--- src/rtl/instr_encoder.sv ---
// LEGv8 instruction encoder: packs decoded fields into 32-bit machine words and
// queues them in a 2-entry valid/ready FIFO tagged with a running word address.
module instr_encoder #(
   parameter int AW   = 8,
   parameter int ERRW = 4
) (
   input  logic            clk,
   input  logic            reset,
   input  logic            in_valid,
   output logic            in_ready,
   input  logic [2:0]      op_class,
   input  logic [1:0]      alu_sel,
   input  logic            set_flags,
   input  logic [4:0]      rd,
   input  logic [4:0]      rn,
   input  logic [4:0]      rm,
   input  logic [18:0]     imm,
   input  logic [3:0]      cond,
   output logic            out_valid,
   input  logic            out_ready,
   output logic [31:0]     instr,
   output logic [AW-1:0]   addr,
   output logic            err,
   output logic [ERRW-1:0] err_count
);

   localparam logic [AW-1:0]   ADDR_ONE = {{(AW-1){1'b0}}, 1'b1};
   localparam logic [ERRW-1:0] ERR_ONE  = {{(ERRW-1){1'b0}}, 1'b1};
   localparam logic [ERRW-1:0] ERR_MAX  = {ERRW{1'b1}};

   // Returns {legal, word}; the word is meaningless when legal is clear.
   function automatic logic [32:0] encode_word(
      input logic [2:0]  cls,
      input logic [1:0]  sel,
      input logic        sf,
      input logic [4:0]  f_rd,
      input logic [4:0]  f_rn,
      input logic [4:0]  f_rm,
      input logic [18:0] f_imm,
      input logic [3:0]  f_cond
   );
      logic        ok;
      logic [31:0] word;
      logic [10:0] opc_r;
      logic [9:0]  opc_i;
      ok    = 1'b1;
      word  = 32'h0000_0000;
      opc_r = 11'b000_0000_0000;
      opc_i = 10'b00_0000_0000;
      case (cls)
         3'd0: begin
            case ({sf, sel})
               3'b000:  opc_r = 11'b10001011000;
               3'b001:  opc_r = 11'b11001011000;
               3'b010:  opc_r = 11'b10001010000;
               3'b011:  opc_r = 11'b10101010000;
               3'b100:  opc_r = 11'b10101011000;
               3'b101:  opc_r = 11'b11101011000;
               default: ok    = 1'b0;
            endcase
            word = {opc_r, f_rm, 6'b000000, f_rn, f_rd};
         end
         3'd1: begin
            case ({sf, sel})
               3'b000:  opc_i = 10'b1001000100;
               3'b001:  opc_i = 10'b1101000100;
               3'b100:  opc_i = 10'b1011000100;
               3'b101:  opc_i = 10'b1111000100;
               default: ok    = 1'b0;
            endcase
            word = {opc_i, f_imm[11:0], f_rn, f_rd};
         end
         3'd2:    word = {11'b11111000010, f_imm[8:0], 2'b00, f_rn, f_rd};
         3'd3:    word = {11'b11111000000, f_imm[8:0], 2'b00, f_rn, f_rd};
         3'd4:    word = {8'b10110100, f_imm, f_rd};
         3'd5:    word = {8'b01010100, f_imm, 1'b0, f_cond};
         default: ok   = 1'b0;
      endcase
      return {ok, word};
   endfunction

   logic [31:0] mem_r [2];
   logic        wr_ptr_r;
   logic        rd_ptr_r;
   logic [1:0]  count_r;
   logic [1:0]  count_nxt_s;
   logic [AW-1:0]   addr_r;
   logic            err_r;
   logic [ERRW-1:0] err_count_r;

   logic [32:0] enc_s;
   logic        legal_s;
   logic [31:0] word_s;
   logic        accept_s;
   logic        push_s;
   logic        pop_s;
   logic        illegal_s;

   assign enc_s     = encode_word(op_class, alu_sel, set_flags, rd, rn, rm, imm, cond);
   assign legal_s   = enc_s[32];
   assign word_s    = enc_s[31:0];

   // in_ready is purely occupancy based, so a full FIFO never passes a word through.
   assign in_ready  = (count_r != 2'd2);
   assign out_valid = (count_r != 2'd0);
   assign accept_s  = in_valid && in_ready;
   assign push_s    = accept_s && legal_s;
   assign illegal_s = accept_s && !legal_s;
   assign pop_s     = out_valid && out_ready;

   assign instr     = mem_r[rd_ptr_r];
   assign addr      = addr_r;
   assign err       = err_r;
   assign err_count = err_count_r;

   // Next FIFO occupancy from push/pop combination.
   always_comb begin
      count_nxt_s = count_r;
      case ({push_s, pop_s})
         2'b10:   count_nxt_s = count_r + 2'd1;
         2'b01:   count_nxt_s = count_r - 2'd1;
         default: count_nxt_s = count_r;
      endcase
   end

   // FIFO storage, pointers and occupancy.
   always_ff @(posedge clk or negedge reset) begin
      if (!reset) begin
         mem_r[0] <= 32'h0000_0000;
         mem_r[1] <= 32'h0000_0000;
         wr_ptr_r <= 1'b0;
         rd_ptr_r <= 1'b0;
         count_r  <= 2'd0;
      end else begin
         if (push_s) begin
            mem_r[wr_ptr_r] <= word_s;
            wr_ptr_r        <= ~wr_ptr_r;
         end
         if (pop_s) begin
            rd_ptr_r <= ~rd_ptr_r;
         end
         count_r <= count_nxt_s;
      end
   end

   // Head word address advances with each pop and wraps naturally.
   always_ff @(posedge clk or negedge reset) begin
      if (!reset) begin
         addr_r <= {AW{1'b0}};
      end else if (pop_s) begin
         addr_r <= addr_r + ADDR_ONE;
      end else begin
         addr_r <= addr_r;
      end
   end

   // Dropped-request pulse and saturating counter.
   always_ff @(posedge clk or negedge reset) begin
      if (!reset) begin
         err_r       <= 1'b0;
         err_count_r <= {ERRW{1'b0}};
      end else begin
         err_r <= illegal_s;
         if (illegal_s && (err_count_r != ERR_MAX)) begin
            err_count_r <= err_count_r + ERR_ONE;
         end else begin
            err_count_r <= err_count_r;
         end
      end
   end

endmodule

--- config.mk ---
export PLATFORM = sky130hd
export DESIGN_NAME = instr_encoder
export DESIGN_NICKNAME = d
export VERILOG_FILES = /design/src/rtl/instr_encoder.sv
export SDC_FILE = /design/constraint.sdc
export NUM_CORES = 1
export LEC_CHECK = 0
export CAP_MARGIN = 25
export CORE_ASPECT_RATIO = 1.2
export CORE_MARGIN = 5
export CORE_UTILIZATION = 46
export CTS_CLUSTER_SIZE = 25
export DETAILED_ROUTE_END_ITERATION = 10
export PLACE_DENSITY = 0.78
export SYNTH_ARGS = -nofsm -noshare
export SYNTH_HDL_FRONTEND = slang
export SYNTH_SLANG_ARGS = --single-unit
export TNS_END_PERCENT = 20
--- constraint.sdc ---
create_clock -name clk -period 4 [get_ports clk]
set_input_delay 0.8 -clock clk [delete_from_list [all_inputs] [get_ports clk]]
set_output_delay 0.8 -clock clk [all_outputs]
set_load 0.02 [all_outputs]
# Yosys cells after proc, flatten, opt, wreduce, memory -nomap -nowiden

Cells that the tools add are included.

Logic and storage cells: 60
Input port bits: 48
Output and inout port bits: 47
Register bits: 81

Reduce and logical (&&, ||, !) cells: 14
Add/sub/neg operators: 4
Bitwise gates (word level): 4
Equal/unequal tests: 14
Magnitude comparators: 3
Multiplexer cells: 13

Operators with widths:

| kind                  | number |
|---|---|
| $pmux W32 S6          | 1 |
| $mux W32              | 4 |
| $pmux W11 S6          | 1 |
| $bwmux W64            | 1 |
| $pmux W10 S4          | 1 |
| $demux W32 S1         | 1 |
| $eq A3 B2 Y1 const B  | 4 |
| $eq A3 B3 Y1 const B  | 4 |
| $add A8 B1 Y8 const B | 1 |
| $reduce_or A4 Y1      | 2 |
| $eq A3 B1 Y1 const B  | 2 |
| $logic_and A1 B1 Y1   | 6 |
| $logic_not A3 Y1      | 2 |
| $reduce_or A6 Y1      | 1 |
| $add A4 B1 Y4 const B | 1 |
| $ge A2 B2 Y1 const B  | 2 |
| $ne A4 B4 Y1 const B  | 1 |
| $not A1 Y2            | 2 |
| $pmux W2 S2           | 1 |
| $reduce_bool A2 Y1    | 2 |
| $pmux W1 S3           | 1 |
| $add A2 B1 Y2 const B | 1 |
| $eq A2 B1 Y1 const B  | 1 |
| $eq A2 B2 Y1 const B  | 1 |
| other kinds (6)       | 8 |

# Longest topological paths before layout

Depth in word-level cells: 7
Gate-level depth with buffers: 9

# Least setup slack after synthesis

No wires, ideal clock.

Path kind: input -> register
From: input port op_class[1]
To: register mem_r[57] (netlist bit)
Path buffers: 2
Required time: 3875 ps
Arrival: 2500 ps
Path slack: 1375 ps
Cell stages on the path: 7
Path through: ha_1 or4_1 a21oi_2 o2111ai_2 buf_6 buf_6 mux2_4

Longest elaborated chain between the ends: 4
Elaborated cells on any way between the ends: 11
Those cells by class: eq/ne: 5; mux: 3; reduce/logical: 3

RTL lines:

| item                                         | RTL line | source |
|---|---|---|
| from (decl)                                  | 11       | `input logic [2:0] op_class,` |
| $eq A3 B3 Y1 or $eq A3 B2 Y1 (tied branches) | 50       | `case (cls)` |
| $reduce_or A4 Y1 (no line)                   | -        |  |
| $pmux W1 S3                                  | 50       |  |
| $logic_and A1 B1 Y1                          | 107      | `assign push_s = accept_s && legal_s;` |
| to (signal, indexed assignment)              | 136      | `mem_r[wr_ptr_r] <= word_s;` |
| to (decl)                                    | 82       | `logic [31:0] mem_r [2];` |

Several ways; a longest one is shown, not always the timed one.
A chain may end at the register's enable or synchronous reset.

# Final worst setup path

From: input port op_class[1]
To: register mem_r[31] (netlist bit)

Same word-level chain as after synthesis.

==> flow_summary.toml <==
[logic_synthesis]
ys_seq_elements = 81
yosys.cell_types.count = 41
yosysTopAreaCellShare_pct = 49.0
synth_edf_count = 0
postSynthAreaPerCell_sq_um = 10.3
syn_nets = 455
synth.largest_area_cell = "dfrtp_1"
syn_area_sq_mm = 0.00413
ys_async_sr_fraction_pct = 100
netlist_instances = 401
synth-seq-area-share_pct = 49.0
synthTopCellsByArea = "dfrtp_1 49%, mux2_2 12%, o21ai_0 6.9%"
synth_ff_type = "dfrtp_1"
synth_warnings = 0

[timing]
post-route-min-period_ns = 3.22
min_period_over_period_pct = 80.6
hold_viol_final = 0
setup_viol = 0
fin_tns_setup_ns = 0
slew_headroom_pct = 43.3
drv_slew = 0
fin_skew_ns = 0.00482
worst_slew_pin_slew_ns = 0.850
rsz0062_at_grt = "no"
fmax_ghz = 0.310

[drt]
ant_nets = 0
viasPerCell = 5.25
wl_um = 10000
drt_iter0_drc = 232
drt-wirelength-per-cell_um = 16.4
route.detailed.drc = 0
firstDrtPassIters = 5
vias = 3218

[placed_design]
port_buffers = 94
hpwlAfterDp_um = 7140
gp_congestion = 0.833

[finish]
n_antenna_cell = 0
areaGrowthSynthToFinish_pct = 30.3
nFillCells = 782
final_cell_mix = "93 x clkdlybuf4s50_1, 81 x dfrtp_1, 73 x nand2_1"
drive_gt1_share_pct = 16.8
nets = 543
seqCellArea_sq_mm = 0.00203
final_common_cell = "clkdlybuf4s50_1"
multi_input_area_sq_mm = 0.00197

[grt]
antenna_found_initial = 0
grtUsageTotal_pct = 19.2
grt_max_degree = 82
grt_pass1_vias = 3287
grt_pass1_wl_um = 16200
grt_overflow = 0

[die]
rows = 38
die-area_sq_mm = 0.0110
coreArea_sq_mm = 0.00894
io_pins = 95
initial_core_util_pct = 46.2
die_h_um = 114
die_w_um = 96.5

[hold_path]
hold_class = "input port to asynchronous set/reset pin"

[clock_network]
clkSinkCount = 81
clkLatencyLatePin_ns = 0.35
htreeDepth = 3
clk_pin_slew_worst_paths_ns = 0.07
cts_tree = "built"
hold_buffers = 0
cts.path.max_buffers = 2
numCtsBuffers = 9
cts_resized = 0
clockRootBuffer = "clkbuf_8"
post_cts_buffers = 0

[outcome]
status = "complete, no violations"

[run]
maxCapViolCount = 0

[pwr]
power_density_mw_per_mm2 = 691
ir_worst_vdd_mv = 0.517
p_leak_nw = 2.37
power_w = 0.00372

[critical_path]
arrival_ns = 3.43
critPathKind = "input port to flop"
worst_setup_path_end_kind = "flop"
worstPathRequired_ns = 4.20
critPathMaxFanout = 29
startpoint_type = "input port"
## Yosys cell counts, types with 2 or more instances
master	instances
dfrtp_1	81
nand2_1	73
o21ai_0	57
mux2_2	45
clkbuf_1	21
nor2_1	13
a22oi_1	10
xnor2_1	10
a21oi_1	9
a22o_1	8
inv_1	7
mux2_4	7
ha_1	6
nor3_1	6
and3_1	5
mux2i_1	5
nand3_1	4
o2bb2ai_1	4
nand4_1	3
xor2_1	3
buf_6	2
nand2b_1	2
nor2b_1	2
## cells by family (layout without fill, tap and decap cells)
| logic type | after synthesis | count (layout) | share of synthesized area (%) |
|---|---|---|---|
| AND/OR/NAND/NOR | 113 | 113 | 11.8 |
| AO/OA/AOI/OAI | 98 | 98 | 15.1 |
| flip-flops | 81 | 81 | 49.0 |
| multiplexers | 57 | 57 | 16.0 |
| buffers and inverters | 33 | 125 | 3.48 |
| XOR/XNOR | 13 | 13 | 2.75 |
| adder cells (fa/ha/maj) | 6 | 6 | 1.82 |
## worst max-delay path, stage by stage
cell             delay (ns)
clkdlybuf4s50_1        0.64
or4b_4                 0.63
a21oi_4                0.30
o2111ai_4              0.48
buf_4                  0.40
nand2_1                0.09
o21ai_0                0.07
## final timing paths
kind	start	end	slack, ns	cells past startpoint
min in group clk	addr[7]$_DFFE_PN0P_	addr[7]$_DFFE_PN0P_	0.47	1
setup reg to reg	count_r[0]$_DFFE_PN0P_	err_count[1]$_DFFE_PN0P_	1.97	4
setup / recovery	op_class[1]	mem_r[31]$_DFFE_PN0P_	0.78	7
hold / removal	reset	addr[0]$_DFFE_PN0P_	0.29	1
hold reg to reg	addr[7]$_DFFE_PN0P_	addr[7]$_DFFE_PN0P_	0.47	1
max in group asynchronous	reset	mem_r[45]$_DFFE_PN0P_	3.15	2
## registers in the layout (all words and copies together), names as in the netlist
name       flops
count_r        2
rd_ptr_r       1
mem_r         64
err_count      4
wr_ptr_r       1
addr           8
err            1
## metal layers
metal | global-route usage, % | vias to the layer above | wire length (um)
met5 | 0 | - | 0
met4 | 7.39 | 0 | 189
met3 | 4.62 | 9 | 520
met2 | 31.0 | 94 | 5020
met1 | 24.7 | 1534 | 4300
li1 | - | 1581 | -
## final cells by class
cell class | count | area share, %
flip-flops and latches | 81 | 37.6
clock inverters | 2 | 0.232
clock buffers | 13 | 3.14
inverters | 7 | 0.488
multi-input cells | 287 | 36.7
repair buffers | 103 | 19.1
well taps | 120 | 2.79
## power breakdown
group          total (W)  switching, W  leakage (nW)  internal [W]
logic            0.00180      0.000875          1.23      0.000922
clock network   0.000546      0.000274        0.0915      0.000272
registers        0.00138      0.000213          1.05       0.00116
total            0.00372       0.00136          2.37       0.00236
## stage by stage
stage                     setup WS [ns]  hold WS, ns  util, %  area (sq um)  cells
after detailed placement          0.420        0.464     57.9          5180    597
after global placement            0.465        0.455     57.9          5180    597
after floorplan                    1.38        0.444        -          4130    401
final                             0.776        0.288     60.2          5390    613
after CTS                         0.806        0.480     59.9          5360    612
after global routing              0.563        0.270     60.2          5390    613
Power figures use the tool's default switching activity.
==> edit: new RTL, same settings <==
Change the parameter `ERRW` from 4 to 2.
--- a/src/rtl/instr_encoder.sv
+++ b/src/rtl/instr_encoder.sv
@@ -3,5 +3,5 @@
 module instr_encoder #(
    parameter int AW   = 8,
-   parameter int ERRW = 4
+   parameter int ERRW = 2
 ) (
    input  logic            clk,
Ports: changed (resized err_count); port bits go from 95 to 93. No check against the original RTL was run, so the function may have changed too.
==> edit against the unedited design <==
Sequential share of layout area shrank 1.4 points. Synthesized cell count shrank 12%. Final area increased by 1.3%. Combinational power grew 8%. Worst setup slack better by 310 ps. Area after synthesis rose by 2.0%. Wire length decreased by 2.0%. Total power rose by 8.1%. Clock skew rose by 1.8 ps. Count of clock-buffer cells in the layout shrank 3. Critical path depth decreased by 4. Hold slack got worse by 54 ps. Sequential cell count decreased by 2. Critical endpoint is now instr[13].
==> edit: results (changes against the unedited design) <==
[status]
status=finished clean  ; unchanged

[cells_and_area]
final_nets=496  ; was 543
nFillCells=713  ; was 782
drive_gt1_frac=0.2937  ; was 0.1684

[logic_synthesis]
synth_warnings=0  ; unchanged
postSynthNetCount=407  ; was 455
ys_seq_area_frac=0.4690  ; was 0.4903
synth_mux_area_frac=0.2636  ; was 0.1601
synth.distinct_cells=40  ; was 41
synth_compound_area_frac=0.09142  ; was 0.1510
synthAdderAreaFrac=0.01781  ; was 0.01816
synth_area_leaders=dfrtp_1 (47%), mux2_2 (26%), a22oi_1 (2.5%), xnor2_1 (2.5%), nand2_1 (2.0%)  ; was dfrtp_1 (49%), mux2_2 (12%), o21ai_0 (6.9%), nand2_1 (6.6%), mux2_4 (2.5%)
synth_common_cells=mux2_2 (96), dfrtp_1 (79), nand2_1 (23), o21ai_0 (15)  ; was dfrtp_1 (81), nand2_1 (73), o21ai_0 (57), mux2_2 (45), clkbuf_1 (21)
synthXorXnorAreaFrac=0.02701  ; was 0.02754

[worst_setup_path]
crit_arrival_ps=2110  ; was 3430 ps
cpPeakStageDelay_ps=580  ; was 640 ps
crit_end=instr[13]  ; was mem_r[31]$_DFFE_PN0P_
r2r_cells=5  ; was 4
r2r_end=mem_r[44]$_DFFE_PN0P_  ; was err_count[1]$_DFFE_PN0P_
cp_max_fo=32  ; was 29
startpoint=rd_ptr_r$_DFFE_PN0P_  ; was op_class[1]
slowest_stage=clkdlybuf4s50_1  ; unchanged
r2r_start=count_r[1]$_DFFE_PN0P_  ; was count_r[0]$_DFFE_PN0P_
r2r_slack_ps=1980

[power]
p_leak_uw=0.002359  ; was 0.002371 uW
ir_drop_v=0.0004367  ; was 0.0005166 V

[grt]
grt_max_degree=80  ; was 82
grt_pass1_vias=3181  ; was 3287
grt_usage=0.1800  ; was 0.1918
grt_pass1_wl_um=16000  ; was 16230 um

[drt]
firstDrtPassIters=4  ; was 5
drt_iter0_markers=196  ; was 232
routed_wl_um=9828  ; was 10030 um
vias=3057  ; was 3218

[placed_design]
portBuffers=92  ; was 94
dpl.hpwl_um=7162  ; was 7141 um
gp_congestion=0.8867  ; was 0.8331
dpl_worst_slack_ps=748.4  ; was 419.7 ps

[sta]
layout_min_cycle_time_ps=2914  ; was 3224 ps
skew_ps=6.614  ; was 4.820 ps
worstMarginPinSlew_ps=779.7  ; was 849.9 ps

[clock_network]
cts_buffer_depth=2  ; unchanged
root_buffer=clkbuf_8  ; unchanged
post_cts_resized=0  ; unchanged

edit: how the worst min path moves through the flow:
stage | startpoint | end | slack, ps | depth (start not counted)
after floorplan | count_r[1]$_DFFE_PN0P_ | count_r[1]$_DFFE_PN0P_ | 450 | 1
after global placement | addr[7]$_DFFE_PN0P_ | addr[7]$_DFFE_PN0P_ | 460 | 1
after detailed placement | count_r[1]$_DFFE_PN0P_ | count_r[1]$_DFFE_PN0P_ | 480 | 1
after CTS | count_r[1]$_DFFE_PN0P_ | count_r[1]$_DFFE_PN0P_ | 490 | 1
after global routing | reset | addr[0]$_DFFE_PN0P_ | 210 | 1
final | reset | addr[0]$_DFFE_PN0P_ | 230 | 1
edit: critical path, delay by kind of cell (launching register included):
| family | cells | cell delay, ps |
|---|---|---|
| buf+inv | 2 | 980 |
| flops | 1 | 370 |
| mux | 1 | 390 |
edit: logic make-up after synthesis:
group                      after synthesis
adders and majority gates                6
and+or+nand+nor                         70
AOI/OAI and AO/OA                       57
muxes                                   98
buffers and inverters                   30
xor gates and xnor gates                13
DFF                                     79
edit: layout make-up:
type / count / area share
multi-input cells: 244 / 0.3771
well taps: 120 / 0.02751
flip-flops and latches: 79 / 0.3622
clock inverters: 5 / 0.01949
inverters: 8 / 0.005502
clock buffers: 10 / 0.02522
repair buffers: 100 / 0.1829
edit: through the flow:
stage	std cells	area, um^2	total power, uW	util	hold WS, ps
finish	566	5458	4021	0.6074	234.7
global placement	550	5186	3297	0.5771	463.1
CTS	565	5430	4071	0.6043	494.4
floorplan	353	4215	2570	-	448.1
detailed placement	550	5186	3349	0.5771	483.2
global route	566	5458	4268	0.6074	207.8
edit: routing by layer:
metal / track usage / wire length (um)
met2: 0.3036 / 4986
met4: 0.07479 / 237
met1: 0.2236 / 4121
met3: 0.04248 / 482
met5: 0 / 0
edit: power by group:
part	leakage (uW)	total [uW]	switching, uW	internal [uW]
clock	0.000119	707	278	429
combinational	0.00123	1940	879	1060
sequential	0.00101	1370	207	1160
total	0.00236	4020	1360	2660
